--- src/rtl/operand_fetch_stage_if.sv ---
// Operand-fetch stage bus.
// Groups the decoder handshake, register-file read port, writeback bypass/retire
// inputs, pipeline control (flush / ex_hold) and the ID/EX register outputs.
//   master : the environment (decoder, register file, WB, EX control)
//   slave  : operand_fetch_stage
interface operand_fetch_stage_if #(
    parameter int unsigned DATA_W = 32,
    parameter int unsigned ADDR_W = 4,
    parameter int unsigned CTRL_W = 9
);
    // Decoder side
    logic              id_valid;
    logic [ADDR_W-1:0] id_src1;
    logic [ADDR_W-1:0] id_src2;
    logic              id_use1;
    logic              id_use2;
    logic [ADDR_W-1:0] id_dest;
    logic              id_wb_en;
    logic [CTRL_W-1:0] id_ctrl;
    logic              id_ready;
    // Register file read port
    logic [ADDR_W-1:0] rf_src1;
    logic [ADDR_W-1:0] rf_src2;
    logic [DATA_W-1:0] rf_reg1;
    logic [DATA_W-1:0] rf_reg2;
    // Writeback
    logic              wb_en;
    logic [ADDR_W-1:0] wb_dest;
    logic [DATA_W-1:0] wb_value;
    // Pipeline control
    logic              flush;
    logic              ex_hold;
    // ID/EX register
    logic              ex_valid;
    logic [DATA_W-1:0] ex_val1;
    logic [DATA_W-1:0] ex_val2;
    logic [ADDR_W-1:0] ex_dest;
    logic              ex_wb_en;
    logic [CTRL_W-1:0] ex_ctrl;
    logic              sb_err;

    modport master (
        output id_valid, id_src1, id_src2, id_use1, id_use2, id_dest, id_wb_en, id_ctrl,
        output rf_reg1, rf_reg2, wb_en, wb_dest, wb_value, flush, ex_hold,
        input  id_ready, rf_src1, rf_src2,
        input  ex_valid, ex_val1, ex_val2, ex_dest, ex_wb_en, ex_ctrl, sb_err
    );

    modport slave (
        input  id_valid, id_src1, id_src2, id_use1, id_use2, id_dest, id_wb_en, id_ctrl,
        input  rf_reg1, rf_reg2, wb_en, wb_dest, wb_value, flush, ex_hold,
        output id_ready, rf_src1, rf_src2,
        output ex_valid, ex_val1, ex_val2, ex_dest, ex_wb_en, ex_ctrl, sb_err
    );
endinterface

--- src/rtl/operand_fetch_stage.sv ---
// Register-read stage between decoder and EX.
// Drives register-file read addresses, bypasses a same-cycle writeback into the
// operands, stalls on RAW hazards using a per-register pending-write counter, and
// holds the ID/EX pipeline register.
// Ports:
//   clk  : clock, all state on posedge
//   rst  : asynchronous active-low reset
//   bus  : operand_fetch_stage_if.slave (decoder, RF, WB, flush/hold, ID/EX outputs)
module operand_fetch_stage #(
    parameter int unsigned DATA_W   = 32,
    parameter int unsigned ADDR_W   = 4,
    parameter int unsigned NUM_REGS = 16,
    parameter int unsigned CTRL_W   = 9,
    parameter int unsigned CNT_W    = 2
) (
    input logic                  clk,
    input logic                  rst,
    operand_fetch_stage_if.slave bus
);

    localparam logic [CNT_W-1:0] CntMax = '1;
    localparam logic [CNT_W-1:0] CntOne = CNT_W'(1);

    logic [CNT_W-1:0]    r_cnt [NUM_REGS];
    logic [CNT_W-1:0]    w_cnt_d [NUM_REGS];
    logic                r_sb_err;
    logic                w_err_d;

    logic                r_ex_valid;
    logic [DATA_W-1:0]   r_ex_val1;
    logic [DATA_W-1:0]   r_ex_val2;
    logic [ADDR_W-1:0]   r_ex_dest;
    logic                r_ex_wb_en;
    logic [CTRL_W-1:0]   r_ex_ctrl;

    logic                w_hit1, w_hit2;
    logic [DATA_W-1:0]   w_op1, w_op2;
    logic [CNT_W-1:0]    w_cnt1, w_cnt2;
    logic                w_haz1, w_haz2;
    logic                w_ready, w_issue;
    logic [NUM_REGS-1:0] w_inc, w_dec;

    // Bypass: a result retiring this cycle is newer than the register file contents.
    assign w_hit1 = bus.wb_en && (bus.wb_dest == bus.id_src1);
    assign w_hit2 = bus.wb_en && (bus.wb_dest == bus.id_src2);
    assign w_op1  = w_hit1 ? bus.wb_value : bus.rf_reg1;
    assign w_op2  = w_hit2 ? bus.wb_value : bus.rf_reg2;

    // A pending write is harmless only if it is the last one and is retiring right now.
    assign w_cnt1 = r_cnt[bus.id_src1];
    assign w_cnt2 = r_cnt[bus.id_src2];
    assign w_haz1 = bus.id_use1 && (w_cnt1 != '0) && !(w_hit1 && (w_cnt1 == CntOne));
    assign w_haz2 = bus.id_use2 && (w_cnt2 != '0) && !(w_hit2 && (w_cnt2 == CntOne));

    assign w_ready = !bus.ex_hold && !bus.flush && !w_haz1 && !w_haz2;
    assign w_issue = bus.id_valid && w_ready;

    always_comb begin
        w_inc = '0;
        w_dec = '0;
        if (w_issue && bus.id_wb_en) begin
            w_inc[bus.id_dest] = 1'b1;
        end
        if (bus.wb_en) begin
            w_dec[bus.wb_dest] = 1'b1;
        end
    end

    // Counter next state; inc and dec on the same register cancel out.
    always_comb begin
        w_err_d = r_sb_err;
        for (int i = 0; i < NUM_REGS; i++) begin
            w_cnt_d[i] = r_cnt[i];
            if (w_inc[i] && !w_dec[i]) begin
                if (r_cnt[i] == CntMax) begin
                    w_err_d = 1'b1;
                end else begin
                    w_cnt_d[i] = r_cnt[i] + CntOne;
                end
            end else if (w_dec[i] && !w_inc[i]) begin
                if (r_cnt[i] == '0) begin
                    w_err_d = 1'b1;
                end else begin
                    w_cnt_d[i] = r_cnt[i] - CntOne;
                end
            end
        end
    end

    always_ff @(posedge clk or negedge rst) begin
        if (!rst) begin
            for (int i = 0; i < NUM_REGS; i++) begin
                r_cnt[i] <= '0;
            end
            r_sb_err <= 1'b0;
        end else begin
            for (int i = 0; i < NUM_REGS; i++) begin
                r_cnt[i] <= w_cnt_d[i];
            end
            r_sb_err <= w_err_d;
        end
    end

    // ID/EX register: hold beats flush beats issue; anything else is a bubble.
    always_ff @(posedge clk or negedge rst) begin
        if (!rst) begin
            r_ex_valid <= 1'b0;
            r_ex_val1  <= '0;
            r_ex_val2  <= '0;
            r_ex_dest  <= '0;
            r_ex_wb_en <= 1'b0;
            r_ex_ctrl  <= '0;
        end else if (!bus.ex_hold) begin
            if (w_issue) begin
                r_ex_valid <= 1'b1;
                r_ex_val1  <= w_op1;
                r_ex_val2  <= w_op2;
                r_ex_dest  <= bus.id_dest;
                r_ex_wb_en <= bus.id_wb_en;
                r_ex_ctrl  <= bus.id_ctrl;
            end else begin
                r_ex_valid <= 1'b0;
                r_ex_val1  <= '0;
                r_ex_val2  <= '0;
                r_ex_dest  <= '0;
                r_ex_wb_en <= 1'b0;
                r_ex_ctrl  <= '0;
            end
        end
    end

    assign bus.id_ready = w_ready;
    assign bus.rf_src1  = bus.id_src1;
    assign bus.rf_src2  = bus.id_src2;
    assign bus.ex_valid = r_ex_valid;
    assign bus.ex_val1  = r_ex_val1;
    assign bus.ex_val2  = r_ex_val2;
    assign bus.ex_dest  = r_ex_dest;
    assign bus.ex_wb_en = r_ex_wb_en;
    assign bus.ex_ctrl  = r_ex_ctrl;
    assign bus.sb_err   = r_sb_err;

endmodule
--- src/flat_wrapper.sv ---
// flat-port wrapper written by rule: the top's interface ports become plain ports
module operand_fetch_stage_flat 
#(
    parameter int unsigned DATA_W   = 32,
    parameter int unsigned ADDR_W   = 4,
    parameter int unsigned NUM_REGS = 16,
    parameter int unsigned CTRL_W   = 9,
    parameter int unsigned CNT_W    = 2
)
  (clk, rst, bus_id_valid, bus_id_src1, bus_id_src2, bus_id_use1, bus_id_use2, bus_id_dest, bus_id_wb_en, bus_id_ctrl, bus_rf_reg1, bus_rf_reg2, bus_wb_en, bus_wb_dest, bus_wb_value, bus_flush, bus_ex_hold, bus_id_ready, bus_rf_src1, bus_rf_src2, bus_ex_valid, bus_ex_val1, bus_ex_val2, bus_ex_dest, bus_ex_wb_en, bus_ex_ctrl, bus_sb_err);
  operand_fetch_stage_if #(.DATA_W(DATA_W), .ADDR_W(ADDR_W), .CTRL_W(CTRL_W)) bus_i ();
  input logic clk;
  input logic rst;
  input wire logic [$bits(bus_i.id_valid)-1:0] bus_id_valid;
  input wire logic [$bits(bus_i.id_src1)-1:0] bus_id_src1;
  input wire logic [$bits(bus_i.id_src2)-1:0] bus_id_src2;
  input wire logic [$bits(bus_i.id_use1)-1:0] bus_id_use1;
  input wire logic [$bits(bus_i.id_use2)-1:0] bus_id_use2;
  input wire logic [$bits(bus_i.id_dest)-1:0] bus_id_dest;
  input wire logic [$bits(bus_i.id_wb_en)-1:0] bus_id_wb_en;
  input wire logic [$bits(bus_i.id_ctrl)-1:0] bus_id_ctrl;
  input wire logic [$bits(bus_i.rf_reg1)-1:0] bus_rf_reg1;
  input wire logic [$bits(bus_i.rf_reg2)-1:0] bus_rf_reg2;
  input wire logic [$bits(bus_i.wb_en)-1:0] bus_wb_en;
  input wire logic [$bits(bus_i.wb_dest)-1:0] bus_wb_dest;
  input wire logic [$bits(bus_i.wb_value)-1:0] bus_wb_value;
  input wire logic [$bits(bus_i.flush)-1:0] bus_flush;
  input wire logic [$bits(bus_i.ex_hold)-1:0] bus_ex_hold;
  output wire logic [$bits(bus_i.id_ready)-1:0] bus_id_ready;
  output wire logic [$bits(bus_i.rf_src1)-1:0] bus_rf_src1;
  output wire logic [$bits(bus_i.rf_src2)-1:0] bus_rf_src2;
  output wire logic [$bits(bus_i.ex_valid)-1:0] bus_ex_valid;
  output wire logic [$bits(bus_i.ex_val1)-1:0] bus_ex_val1;
  output wire logic [$bits(bus_i.ex_val2)-1:0] bus_ex_val2;
  output wire logic [$bits(bus_i.ex_dest)-1:0] bus_ex_dest;
  output wire logic [$bits(bus_i.ex_wb_en)-1:0] bus_ex_wb_en;
  output wire logic [$bits(bus_i.ex_ctrl)-1:0] bus_ex_ctrl;
  output wire logic [$bits(bus_i.sb_err)-1:0] bus_sb_err;
  assign bus_i.id_valid = bus_id_valid;
  assign bus_i.id_src1 = bus_id_src1;
  assign bus_i.id_src2 = bus_id_src2;
  assign bus_i.id_use1 = bus_id_use1;
  assign bus_i.id_use2 = bus_id_use2;
  assign bus_i.id_dest = bus_id_dest;
  assign bus_i.id_wb_en = bus_id_wb_en;
  assign bus_i.id_ctrl = bus_id_ctrl;
  assign bus_i.rf_reg1 = bus_rf_reg1;
  assign bus_i.rf_reg2 = bus_rf_reg2;
  assign bus_i.wb_en = bus_wb_en;
  assign bus_i.wb_dest = bus_wb_dest;
  assign bus_i.wb_value = bus_wb_value;
  assign bus_i.flush = bus_flush;
  assign bus_i.ex_hold = bus_ex_hold;
  assign bus_id_ready = bus_i.id_ready;
  assign bus_rf_src1 = bus_i.rf_src1;
  assign bus_rf_src2 = bus_i.rf_src2;
  assign bus_ex_valid = bus_i.ex_valid;
  assign bus_ex_val1 = bus_i.ex_val1;
  assign bus_ex_val2 = bus_i.ex_val2;
  assign bus_ex_dest = bus_i.ex_dest;
  assign bus_ex_wb_en = bus_i.ex_wb_en;
  assign bus_ex_ctrl = bus_i.ex_ctrl;
  assign bus_sb_err = bus_i.sb_err;
  operand_fetch_stage #(.DATA_W(DATA_W), .ADDR_W(ADDR_W), .NUM_REGS(NUM_REGS), .CTRL_W(CTRL_W), .CNT_W(CNT_W)) u_core (.clk(clk), .rst(rst), .bus(bus_i));
endmodule
--- config.mk ---
export PLATFORM = sky130hd
export DESIGN_NAME = operand_fetch_stage_flat
export DESIGN_NICKNAME = d
export VERILOG_FILES = /design/src/rtl/operand_fetch_stage_if.sv /design/src/rtl/operand_fetch_stage.sv /design/src/flat_wrapper.sv
export SDC_FILE = /design/constraint.sdc
export NUM_CORES = 1
export LEC_CHECK = 0
export BUFFER_PORTS_ARGS = -buffer_cell sky130_fd_sc_hd__buf_2
export CAP_MARGIN = 10
export CORE_UTILIZATION = 53
export CTS_BUF_LIST = sky130_fd_sc_hd__clkbuf_4 sky130_fd_sc_hd__clkbuf_8
export CTS_CLUSTER_SIZE = 25
export DETAILED_ROUTE_END_ITERATION = 10
export GPL_TIMING_DRIVEN = 0
export PLACE_DENSITY_LB_ADDON = 0.1
export SLEW_MARGIN = 20
export SYNTH_ARGS = -nofsm -noshare
export SYNTH_HDL_FRONTEND = slang
export SYNTH_SLANG_ARGS = --single-unit
--- constraint.sdc ---
create_clock -name clk -period 3.2 [get_ports clk]
set_clock_uncertainty 0.15 [all_clocks]
set_input_delay 0.32 -clock clk [delete_from_list [all_inputs] [get_ports clk]]
set_output_delay 0.32 -clock clk [all_outputs]
set_load 0.02 [all_outputs]
# [After elaboration in Yosys (flattened, before gate mapping)]
# Index checks and enable logic that the tools add are counted.
[classes] mux=148 bitwise=2 order_cmp=6 reduce_logical=135 addsub=32 eq_ne=52
[op_table] operator="$mux 2" count=68
[op_table] operator="$mux 32" count=4
[op_table] operator="$mux 1" count=68
[op_table] operator="$reduce_and 3->1" count=16
[op_table] operator="$logic_and 1x1->1" count=47
[op_table] operator="$logic_not 1->1" count=38
[op_table] operator="$reduce_bool 2->1" count=18
[op_table] operator="$add 2x1->2 const B" count=16
[op_table] operator="$eq 2x2->1 const B" count=16
[op_table] operator="$logic_not 2->1" count=16
[op_table] operator="$mux 16" count=2
[op_table] operator="$ne 2x1->1 const B" count=16
[op_table] operator="$ne 2x2->1 const B" count=16
[op_table] operator="$sub 2x1->2 const B" count=16
[op_table] operator="$bmux 2 s4" count=2
[op_table] operator="$ge 5x5->1 const B" count=2
[op_table] operator="$lt 4x5->1 const B" count=2
[op_table] operator="$not 4->5" count=2
[op_table] operator="$mux 9" count=1
[op_table] operator="$demux 1 s4" count=2
[op_table] operator="$eq 4x4->1" count=2
[op_table] operator="$ge 4x1->1 const B" count=2
[op_table] operator="$eq 2x1->1 const B" count=2
[op_table] operator="$mux 4" count=1
[word_totals] regBits=112 inputBits=130 out_inout_bits=89 word_cells=398

# [Depth between registers and ports, before layout]
# Gate-level depths: netlist of run 1.
[logic_depth] ltp_word=63 ltp_mapped=13 ltp_nobuf=9

# [Worst setup path after synthesis of run 1]
# No wires, ideal clock.
[synth_path] path_kind="input port to flip-flop" start="input port bus_id_src2[1]" end="register u_core.r_sb_err (netlist: u_core.bus.sb_err)" setup_ns=0.139 t_required_ns=2.911 setup_slack_ns=0.064 n_path_buf=2 arrival_ns=2.848 cell_stages=10 cell_sequence="clkbuf_1 > mux4_2 > o22ai_1 > o22ai_1 > a31oi_4 > nand2_4 > buf_6 > o311ai_2 > o2111ai_1 > or4_1"
[synth_via] elab_chain_len=62 elab_cells_between_ends=127 classes_between="eq/ne: 2; mux: 66; bitwise: 1; reduce/logical: 58"
[synth_lines] item="from (decl)" line_no="flat_wrapper.sv:16" rtl="input wire logic [$bits(bus_i.id_src2)-1:0] bus_id_src2;"
[synth_lines] item="$not 4->5 (implied by the code)" line_no="operand_fetch_stage.sv:51" rtl="assign w_cnt2 = r_cnt[bus.id_src2];"
[synth_lines] item="$bmux 2 s4" line_no="operand_fetch_stage.sv:51"
[synth_lines] item="$mux 2 (implied by the code) (2 in series)" line_no="operand_fetch_stage.sv:51"
[synth_lines] item="$eq 2x1->1" line_no="operand_fetch_stage.sv:53" rtl="assign w_haz2 = bus.id_use2 && (w_cnt2 != '0) && !(w_hit2 && (w_cnt2 == CntOne));"
[synth_lines] item="$logic_and 1x1->1" line_no="operand_fetch_stage.sv:53"
[synth_lines] item="$logic_not 1->1" line_no="operand_fetch_stage.sv:53"
[synth_lines] item="$logic_and 1x1->1 *" line_no="operand_fetch_stage.sv:53"
[synth_lines] item="$logic_not 1->1 *" line_no="operand_fetch_stage.sv:55" rtl="assign w_ready = !bus.ex_hold && !bus.flush && !w_haz1 && !w_haz2;"
[synth_lines] item="(+46 left out)"
[synth_lines] item="$mux 1" line_no="operand_fetch_stage.sv:74" rtl="if (w_inc[i] && !w_dec[i]) begin"
[synth_lines] item="$mux 1" line_no="operand_fetch_stage.sv:81" rtl="if (r_cnt[i] == '0) begin"
[synth_lines] item="$mux 1" line_no="operand_fetch_stage.sv:80" rtl="end else if (w_dec[i] && !w_inc[i]) begin"
[synth_lines] item="$mux 1" line_no="operand_fetch_stage.sv:74"
[synth_lines] item="$mux 1" line_no="operand_fetch_stage.sv:81"
[synth_lines] item="$mux 1" line_no="operand_fetch_stage.sv:80"
[synth_lines] item="$mux 1 *" line_no="operand_fetch_stage.sv:74"
[synth_lines] item="net u_core.w_err_d" line_no="operand_fetch_stage.sv:27" rtl="logic w_err_d;"
[synth_lines] item="to (signal assigned)" line_no="operand_fetch_stage.sv:100" rtl="r_sb_err <= w_err_d;"
[synth_lines] item="to (decl)" line_no="operand_fetch_stage.sv:26" rtl="logic r_sb_err;"
# The timed path passes the listed nets; every way through them passes the cells marked *. The select of a mux whose other input is x is not followed.
# A chain may end at the register's enable or synchronous reset.

# [Final worst setup path of run 1]
[layout_path] start="register u_core.r_cnt[17] in the netlist's numbering" end="register u_core.r_cnt[12] in the netlist's numbering"
[layout_via] elab_chain_len=17 elab_cells_between_ends=33 classes_between="eq/ne: 4; mux: 8; reduce/logical: 21"
[layout_lines] item="from (decl)" line_no="operand_fetch_stage.sv:24" rtl="logic [CNT_W-1:0] r_cnt [NUM_REGS];"
[layout_lines] item="from (signal, indexed assignment)" line_no="operand_fetch_stage.sv:98" rtl="r_cnt[i] <= w_cnt_d[i];"
[layout_lines] item="$bmux 2 s4" line_no="operand_fetch_stage.sv:50" rtl="assign w_cnt1 = r_cnt[bus.id_src1];"
[layout_lines] item="$mux 2 (implied by the code) (2 in series)" line_no="operand_fetch_stage.sv:50"
[layout_lines] item="$eq 2x1->1" line_no="operand_fetch_stage.sv:52" rtl="assign w_haz1 = bus.id_use1 && (w_cnt1 != '0) && !(w_hit1 && (w_cnt1 == CntOne));"
[layout_lines] item="$logic_and 1x1->1" line_no="operand_fetch_stage.sv:52"
[layout_lines] item="$logic_not 1->1" line_no="operand_fetch_stage.sv:52"
[layout_lines] item="$logic_and 1x1->1" line_no="operand_fetch_stage.sv:52"
[layout_lines] item="$logic_not 1->1" line_no="operand_fetch_stage.sv:55"
[layout_lines] item="$logic_and 1x1->1" line_no="operand_fetch_stage.sv:55"
[layout_lines] item="$logic_and 1x1->1 *" line_no="operand_fetch_stage.sv:55"
[layout_lines] item="$logic_and 1x1->1 *" line_no="operand_fetch_stage.sv:56" rtl="assign w_issue = bus.id_valid && w_ready;"
[layout_lines] item="$logic_and 1x1->1 *" line_no="operand_fetch_stage.sv:61" rtl="if (w_issue && bus.id_wb_en) begin"
[layout_lines] item="$mux 16 *" line_no="operand_fetch_stage.sv:61"
[layout_lines] item="$logic_not 1->1" line_no="operand_fetch_stage.sv:80"
[layout_lines] item="$logic_and 1x1->1" line_no="operand_fetch_stage.sv:80"
[layout_lines] item="$reduce_bool 2->1 (no source line)"
[layout_lines] item="$reduce_and 3->1 (no source line)"
# Every way passes the cells marked *; elsewhere a longest branch is shown, timed or not. The select of a mux whose other input is x is not followed.

==> results of run 1 <==
-- final cells by class --
type	count	area (µm²)
fillers	960	3420
diodes	1	2.50
plain buffers	54	313
flip-flops and latches	112	2830
multi-input cells	527	3790
repair buffers	241	1360
clock inverters	7	63.8
well taps	168	210
inverters	12	47.5
clock buffers	9	124
-- sequential cells by signal (all words and copies together), names as in the netlist --
signal	flops
u_core.bus.ex_val2	32
u_core.bus.ex_valid	1
u_core.bus.ex_ctrl	9
u_core.bus.ex_wb_en	1
u_core.bus.ex_val1	32
u_core.bus.sb_err	1
u_core.r_cnt	32
u_core.bus.ex_dest	4
-- worst max-delay path by stage --
stage / endpoint / slack (ps) / depth (start not counted)
finish: u_core.r_cnt[12]$_DFFE_PN0P_ / 50 / 10
global route: u_core.bus.sb_err$_DFF_PN0_ / -50 / 10
CTS: u_core.bus.sb_err$_DFF_PN0_ / 8 / 10
detailed placement: u_core.bus.sb_err$_DFF_PN0_ / -530 / 10
global placement: u_core.bus.sb_err$_DFF_PN0_ / -500 / 10
floorplan: u_core.bus.sb_err$_DFF_PN0_ / 60 / 10
-- layer usage --
layer	share of wire (%)	vias up	GRT usage (%)	wire, µm
li1	-	3106	-	-
met1	36	3302	40.4	8270
met2	50	326	61.6	11400
met3	8.1	90	9.79	1830
met4	5.1	0	19.5	1150
met5	0	-	0	0
-- metrics by stage --
step                      instance area, µm²  util, %  setup TNS (ps)
after floorplan                         6670        -               0
after global placement                  7940     65.2          -22330
after detailed placement                7970     65.5          -27090
after CTS                               8430     69.3               0
after global routing                    8740     71.9            -169
final                                   8740     71.9               0
-- report_power, final --
part | total, mW | internal [mW] | switching, mW
Combinational | 1.07 | 0.439 | 0.628
Clock | 0.847 | 0.297 | 0.551
Sequential | 1.73 | 1.57 | 0.159
Total | 3.64 | 2.30 | 1.34
-- cells by family (layout without fill, tap and decap cells) --
kind of cell / after synthesis / after routing / synth area share, %
AO/OA/AOI/OAI: 198 / 198 / 19.4
other: 0 / 1 / 0
XOR/XNOR: 8 / 8 / 1.05
multiplexers: 92 / 92 / 16.2
flip-flops: 112 / 112 / 42.0
buffers and inverters: 67 / 323 / 4.84
AND/OR/NAND/NOR: 229 / 229 / 16.5
-- critical path, stage by stage, from the launching register on --
cell       delay [ps]
dfrtp_2           450
mux4_2            480
and2_4            180
a2111oi_4         330
a2111o_1          160
buf_6             130
nand2_8            80
buf_12            160
or4_1             620
o211ai_1          200
o21ai_1            80
-- layout by cell type (no fill, tap or decap), drive strengths merged, types with 8 or more instances in the layout --
cell,n
dfrtp,112
o211ai,8
mux2i,73
nor4,15
o31ai,13
nor3,10
nor2,34
buf,248
nand3,14
a22o,13
inv,14
mux4,12
dlygate4sd3,10
nand4,9
a21oi,27
nand2,107
o21ai,84
clkbuf,46
-- what timing repair did --
| action | CTS | global route |
|---|---|---|
| setup buffers | 12 | 6 |
| hold buffers | 10 | 0 |
| setup endpoints to repair | 55 | 43 |
| cloned | 0 | 1 |
| gates resized for setup | 23 | 56 |
| endpoints found under the hold margin | 64 | 0 |
| pin swaps | 3 | 13 |
==> run_results.csv, run 1 <==
group,metric,value,unit
setup_path,crit_path_start,"u_core.r_cnt[17]$_DFFE_PN0P_",
placed_design,post-place-ws,-526,ps
yosys,synth_top_area_share,42.0,%
finish,instances_no_fill,1131,
yosys,synth_common_cells,"112 x dfrtp_1, 106 x nand2_1, 75 x o21ai_0",
job,maxCapViolCount,0,
sta,worstMarginPinSlew,941,ps
sta,whs,37.0,ps
sta,setup_ws,51.1,ps
clocking,numCtsBuffers,9,
sta,hold_viol_final,0,
min_path,holdPathEnd,"u_core.bus.ex_val2[19]$_DFFE_PN0N_",
min_path,hp-start,"bus_rf_reg2[19]",
grt,grt_remaining_overflow,0,
grt,grt_pass1_wl,35.7,mm
clocking,clock_sinks,112,
floorplanning,ioPinCount,219,
sta,maxSlewHeadroom,37.2,%
clocking,clk_pin_slew_worst_paths,120,ps
grt,grt_pass1_vias,7054,
floorplanning,fp.dieArea,0.0130,mm²
grt,grt_max_degree,58,
setup_path,path_max_fanout,5,
floorplanning,die_w,114,µm
finish,layout-drive-gt1-share,36.0,%
yosys,synth_flop_cell,"dfrtp_1",
yosys,synth.most_common_cell,"dfrtp_1",
finish,fin_nets,1087,
sta,period_minus_slack,3150,ps
detailed_routing,wl_per_cell,20.1,µm
yosys,synth.avg_cell_area,9.45,µm²
yosys,ys_top_cells_by_area,"dfrtp_1 42%, mux2i_1 11%, nand2_1 6.0%",
yosys,syn_area,0.00667,mm²
clocking,htree_levels,3,
yosys,syn_nets,836,
finish,syn_to_final_growth,31.1,%
grt,antenna_found_initial,1,
power_and_ir_drop,peakVddDrop,0.000391,V
detailed_routing,viasPerCell,6.03,
setup_path,critPathRequiredTime,3340,ps
floorplanning,coreArea,0.0122,mm²
sta,setup_violations,0,
sta,slew_viol_final,0,
clocking,clkLatencyLatePin,410,ps
yosys,synth-seq-area-share,42.0,%
setup_path,r2r_start,"u_core.r_cnt[17]$_DFFE_PN0P_",
placed_design,io_buffer_count,211,
sta,rsz0062_at_grt,"yes",
setup_path,worstPathArrival,3290,ps
sta,fin_crit_sh,98.4,%
clocking,cts_buffer_depth,2,
sta,fmax,318,MHz
detailed_routing,detail-route-antenna-nets,0,
min_path,hold_depth,3,
setup_path,startpoint_type,"register",
yosys,ys_ff_latch,112,
power_and_ir_drop,p_leak,3.80,nW
yosys,syn_inst,706,
min_path,hp-class,"in -> reg",
run_status,status,"complete, no violations",
setup_path,r2r_end,"u_core.r_cnt[12]$_DFFE_PN0P_",
setup_path,r2r_cells,10,
setup_path,critPathKind,"reg -> reg",
placed_design,dp.cells,1086,
detailed_routing,drc,0,
power_and_ir_drop,p_total,3.64,mW
power_and_ir_drop,power_density,417,mW/mm²
setup_path,rrSetupSlack,50,ps
yosys,synth_edf_count,0,
grt,grt_use_total,35.8,%
yosys,async_flop_share,100,%
detailed_routing,dr.first_iter.drc_count,518,
setup_path,cp-end-kind,"register",
floorplanning,initial_utilization,54.8,%
clocking,cts_root_buf,"clkbuf_8",
detailed_routing,drt-total-wl,22.7,mm
placed_design,gp_congestion,0.936,
placed_design,place_hpwl,16.7,mm
yosys,yosysWarnings,0,
clocking,cts_tree,"done",
detailed_routing,dr_total_vias,6824,
yosys,yosysUniqueCellTypes,67,
floorplanning,die_h,114,µm
detailed_routing,firstDrtPassIters,8,
floorplanning,rows,40,
yosys,yosys.area.top_type,"dfrtp_1",
Note: power is estimated with default switching activity, not from simulation.
==> run 2: changes to the inputs <==
- REMOVE_ABC_BUFFERS: default -> 1
==> run 2 against run 1 <==
  * The flow now finishes with violations (setup timing)
  * Worst setup slack lost 57 ps
  * Routed wire length shrank 16%
  * Count of clock-buffer cells in the layout increased by 3
  * Design area fell by 6.5%
  * Worst hold slack better by 13 ps
  * Utilization down 4.7 points
  * Global-route usage down 5.8 points
  * Critical path depth is 2 lower
  * Critical endpoint is now u_core.bus.sb_err$_DFF_PN0_
  * Largest cell class unchanged
==> run_results.csv, run 2 (same netlist as run 1, synthesis figures left out) <==
group,metric,value,unit
power_and_ir_drop,comb_power_share,25.5,%
placed_design,post_dp_cell_area,0.00780,mm²
sta,worstMarginPinSlew,839,ps
placed_design,place_hpwl,13.8,mm
min_path,hold_depth,3,
setup_path,cp-end-kind,"register",
clocking,htree_levels,3,
power_and_ir_drop,p_leak,3.62,nW
setup_path,worstPathArrival,3320,ps
grt,grt_max_degree,83,
clocking,cts_root_buf,"clkbuf_8",
sta,setup_ws,-6.40,ps
setup_path,critPathBufInv,0,
sta,maxSlewHeadroom,43.6,%
detailed_routing,viasPerCell,5.94,
setup_path,path_max_fanout,31,
floorplanning,fp.dieArea,0.0130,mm²
detailed_routing,firstDrtPassIters,7,
setup_path,rrSetupSlack,-6,ps
sta,rsz0062_at_grt,"yes",
min_path,holdPathEnd,"u_core.bus.ex_val1[25]$_DFFE_PN0N_",
min_path,hp-class,"in -> reg",
sta,slew_viol_final,0,
finish,layout.cells.most_common,"buf_2",
clocking,clk_pin_slew_worst_paths,100,ps
clocking,cts_buffer_depth,2,
finish,diodes,0,
grt,antenna_found_initial,0,
finish,instances_no_fill,1072,
placed_design,gp_congestion,0.932,
floorplanning,die_w,114,µm
placed_design,dp.cells,1043,
detailed_routing,dr.first_iter.drc_count,483,
clocking,clkLatencyLatePin,390,ps
setup_path,cpPeakStageDelay,550,ps
setup_path,r2r_cells,8,
clocking,numCtsBuffers,9,
power_and_ir_drop,switching_share,34.5,%
sta,whs,50.4,ps
grt,grt_remaining_overflow,0,
power_and_ir_drop,clkPwrFrac,24.6,%
finish,layout-drive-gt1-share,32.2,%
run_status,violations,"setup timing",
floorplanning,initial_utilization,54.8,%
clocking,cts_tree,"done",
finish,final_cell_mix,"216 x buf_2, 105 x nand2_1, 104 x dfrtp_1",
run_status,status,"finished with violations",
setup_path,startpoint_type,"register",
grt,grt_use_total,30.1,%
detailed_routing,dr_total_vias,6368,
finish,syn_to_final_growth,22.6,%
floorplanning,rows,40,
power_and_ir_drop,netSwitchingPower,1.20,mW
power_and_ir_drop,pwr-share-seq,49.8,%
grt,grt_pass1_wl,30.4,mm
floorplanning,die_h,114,µm
power_and_ir_drop,peakVddDrop,0.000357,V
grt,grt_pass1_vias,6112,
sta,fin_setup_tns,-6.40,ps
finish,fin_area,0.00817,mm²
power_and_ir_drop,p_int,2.27,mW
finish,fin_nets,1029,
floorplanning,ioPinCount,219,
sta,setup_violations,1,
power_and_ir_drop,p_total,3.47,mW
setup_path,critPathKind,"reg -> reg",
floorplanning,coreArea,0.0122,mm²
placed_design,io_buffer_count,218,
detailed_routing,drt-total-wl,19.0,mm
job,maxCapViolCount,0,
setup_path,r2r_end,"u_core.bus.sb_err$_DFF_PN0_",
setup_path,critPathRequiredTime,3320,ps
min_path,hp-start,"bus_rf_reg1[25]",
finish,nFillCells,982,
sta,fin_crit_sh,100,%
clocking,clock_sinks,112,
setup_path,path_cells,"mux4_2, and2_1, a2111oi_2, a2111o_2, nand2_8, o311ai_2, o2111ai_1, or4_1",
sta,period_minus_slack,3210,ps
detailed_routing,wl_per_cell,17.8,µm
power_and_ir_drop,power_density,425,mW/mm²
detailed_routing,detail-route-antenna-nets,0,
setup_path,r2r_start,"u_core.r_cnt[7]$_DFFE_PN0P_",
setup_path,cp_top_family,"compound AO/OA/AOI/OAI gates",
sta,hold_viol_final,0,
detailed_routing,drc,0,
sta,fmax,312,MHz
setup_path,cp_slowest_cell,"or4_1",
## run 2: what timing repair did
action,4_1_cts,5_1_grt
setup buffers,2,1
endpoints found under the hold margin,48,0
hold buffers,10,0
cloned,0,0
gates resized for setup,8,11
setup endpoints to repair,88,49
pin swaps,3,1
## run 2: per-layer routing
layer / vias to the layer above / GRT usage, % / wire (µm)
li1: 2984 / - / -
met2: 312 / 49.5 / 8940
met1: 3033 / 38.1 / 8100
met4: 0 / 11.3 / 379
met5: - / 0 / 0
met3: 39 / 7.83 / 1620
## run 2: worst register-to-register path, stage by stage (launching register included)
cell	delay, ps
dfrtp_1	510
mux4_2	500
and2_1	190
a2111oi_2	280
a2111o_2	230
nand2_8	190
o311ai_2	320
o2111ai_1	180
or4_1	550
## run 2: worst max path at each step
stage                            startpoint                           endpoint  depth (start not counted)
2_1_floorplan                bus_id_src1[2]  u_core.bus.ex_dest[2]$_DFFE_PN0N_                          7
3_3_place_gp                 bus_id_src1[0]  u_core.bus.ex_dest[2]$_DFFE_PN0N_                          9
3_5_place_dp                 bus_id_src1[0]        u_core.bus.sb_err$_DFF_PN0_                          9
4_1_cts        u_core.r_cnt[14]$_DFFE_PN0P_        u_core.bus.sb_err$_DFF_PN0_                          9
5_1_grt        u_core.r_cnt[20]$_DFFE_PN0P_        u_core.bus.sb_err$_DFF_PN0_                          8
6_report        u_core.r_cnt[7]$_DFFE_PN0P_        u_core.bus.sb_err$_DFF_PN0_                          8
## run 2: cell type report
type                            instances  area (µm²)  area share (%)
Inverter                               12        52.6           0.643
Sequential cell                       112        2810            34.4
Clock buffer                           12         165            2.02
Timing Repair Buffer                  237        1310            16.1
Multi-Input combinational cell        527        3590            43.9
Clock inverter                          4        32.5           0.398
Tap cell                              168         210            2.57
## run 2: power groups by stage
| stage | sequential (mW) | clock, mW | combinational, mW |
|---|---|---|---|
| 4_1_cts | 1.72 | 0.870 | 0.881 |
| 3_3_place_gp | 1.74 | 0 | 0.828 |
| 2_1_floorplan | 1.83 | 0 | 0.353 |
| 5_1_grt | 1.75 | 0.924 | 0.964 |
| 3_5_place_dp | 1.74 | 0 | 0.858 |
| 6_report | 1.73 | 0.855 | 0.886 |
## run 2: per-stage QoR
step / worst slack [ps] / util, %
2_1_floorplan: -2240 / -
3_3_place_gp: -4480 / 63.3
3_5_place_dp: -670 / 64.2
4_1_cts: 8.66 / 67.0
5_1_grt: -88.9 / 67.2
6_report: -6.40 / 67.2
==> run 3: changes to the inputs <==
- CORE_UTILIZATION: 53 -> 50
==> run 3 against run 2 <==
  * The flow still finishes with violations (setup timing)
  * First-iteration DRC count down 4.6%
  * Register-to-register slack got worse by 20 ps
  * Highest routed layer unchanged
  * Non-clock buffer count rose by 18
  * Power rose by 7.8%
  * Combinational power grew 11%
  * Cell count increased by 2.2%
  * Sequential power hardly changed
  * Critical endpoint unchanged
  * Utilization is 0.94 points lower
  * Flip-flop and latch count unchanged
  * Via count grew 3.1%
==> run_results.csv, run 3 (same netlist as run 1, synthesis figures left out) <==
group,metric,value,unit
floorplanning,die_w,117,µm
detailed_routing,detail-route-antenna-nets,0,
grt,grt_max_degree,83,
sta,period_minus_slack,3230,ps
setup_path,cp-end-kind,"register",
grt,grt_use_total,29.4,%
setup_path,r2r_end,"u_core.bus.sb_err$_DFF_PN0_",
sta,rsz0062_at_grt,"yes",
clocking,htree_levels,3,
detailed_routing,firstDrtPassIters,5,
setup_path,rrSetupSlack,-30,ps
finish,fin_nets,1049,
placed_design,io_buffer_count,218,
grt,grt_pass1_wl,32.4,mm
floorplanning,fp.dieArea,0.0138,mm²
power_and_ir_drop,p_leak,3.77,nW
finish,layout-drive-gt1-share,35.1,%
finish,final_cell_mix,"216 x buf_2, 105 x nand2_1, 100 x dfrtp_1",
clocking,clock_sinks,112,
finish,layout.cells.most_common,"buf_2",
sta,setup_violations,1,
sta,slew_viol_final,0,
clocking,numCtsBuffers,9,
finish,regArea,0.00282,mm²
detailed_routing,dr_total_vias,6566,
finish,syn_to_final_growth,27.4,%
power_and_ir_drop,peakVddDrop,0.000498,V
setup_path,crit_path_end,"u_core.bus.sb_err$_DFF_PN0_",
power_and_ir_drop,power_density,440,mW/mm²
placed_design,place_hpwl,14.6,mm
floorplanning,die_h,117,µm
clocking,cts_root_buf,"clkbuf_8",
sta,whs,56.3,ps
power_and_ir_drop,p_total,3.74,mW
finish,multi_input_area,0.00369,mm²
clocking,cts_tree,"done",
floorplanning,rows,41,
sta,maxSlewHeadroom,44.1,%
sta,worstMarginPinSlew,833,ps
placed_design,gp_congestion,0.947,
run_status,violations,"setup timing",
setup_path,path_max_fanout,7,
floorplanning,coreArea,0.0128,mm²
sta,fmax,310,MHz
detailed_routing,drt-total-wl,20.4,mm
sta,fin_crit_sh,101,%
finish,instances_no_fill,1096,
floorplanning,ioPinCount,219,
setup_path,crit_path_start,"u_core.r_cnt[1]$_DFFE_PN0P_",
detailed_routing,dr.first_iter.drc_count,461,
detailed_routing,drc,0,
placed_design,post_dp_cell_area,0.00781,mm²
finish,nFillCells,1046,
finish,fin_util,66.3,%
grt,antenna_found_initial,0,
sta,setup_ws,-30.5,ps
setup_path,r2r_start,"u_core.r_cnt[1]$_DFFE_PN0P_",
finish,diodes,0,
run_status,status,"finished with violations",
placed_design,post-place-ws,-662,ps
placed_design,dp.cells,1047,
clocking,cts_buffer_depth,2,
finish,fin_area,0.00850,mm²
setup_path,r2r_cells,9,
floorplanning,initial_utilization,52.0,%
detailed_routing,viasPerCell,5.99,
setup_path,startpoint_type,"register",
setup_path,critPathRequiredTime,3320,ps
min_path,hp-class,"in -> reg",
grt,grt_remaining_overflow,0,
grt,grt_pass1_vias,6555,
sta,hold_viol_final,0,
sta,fin_setup_tns,-30.5,ps
clocking,clk_pin_slew_worst_paths,110,ps
job,maxCapViolCount,0,
clocking,clkLatencyLatePin,390,ps
setup_path,worstPathArrival,3350,ps
setup_path,critPathKind,"reg -> reg",
detailed_routing,wl_per_cell,18.7,µm
[run 3: what timing repair did]
action,CTS,global route
cloned,1,1
setup endpoints to repair,89,45
pin swaps,3,12
resized for setup,15,22
endpoints found under the hold margin,50,0
buffers inserted,6,15
hold buffers,10,0
[run 3: power by group]
group          switching [mW]  leakage (nW)  internal (mW)
logic                   0.586          2.15          0.401
registers               0.153          1.49           1.56
clock network           0.487         0.128          0.547
[run 3: cell type report]
cell class / instances / area share, %
Timing Repair Buffer: 255 / 17.4
Sequential cell: 112 / 33.2
Clock buffer: 10 / 1.62
Inverter: 12 / 0.589
Tap cell: 172 / 2.53
Clock inverter: 6 / 1.35
Multi-Input combinational cell: 529 / 43.4
[run 3: how the worst min path moves through the flow]
stage	start	endpoint	slack, ps	cells past startpoint
floorplan	rst	u_core.bus.ex_ctrl[0]$_DFFE_PN0N_	-130	0
global route	bus_rf_reg1[12]	u_core.bus.ex_val1[12]$_DFFE_PN0N_	60	3
detailed placement	rst	u_core.r_cnt[13]$_DFFE_PN0P_	110	1
finish	bus_rf_reg2[2]	u_core.bus.ex_val2[2]$_DFFE_PN0N_	60	3
CTS	bus_rf_reg2[2]	u_core.bus.ex_val2[2]$_DFFE_PN0N_	40	3
global placement	u_core.bus.ex_val1[18]$_DFFE_PN0N_	u_core.bus.ex_val1[18]$_DFFE_PN0N_	310	2
[run 3: metal layers]
metal / vias to the layer above / GRT usage [%] / routed length [µm]
met5: - / 0 / 0
met3: 58 / 8.24 / 1680
met2: 341 / 49.5 / 9970
met4: 0 / 10.3 / 608
met1: 3136 / 36.1 / 8180
li1: 3031 / - / -
[run 3: critical path: stages, from the launching register on]
cell	delay, ps
dfrtp_2	460
mux4_2	490
and2_4	180
a2111oi_4	330
a2111o_2	320
nand2_8	150
buf_4	170
o31ai_1	290
nand3_1	110
or4_1	470
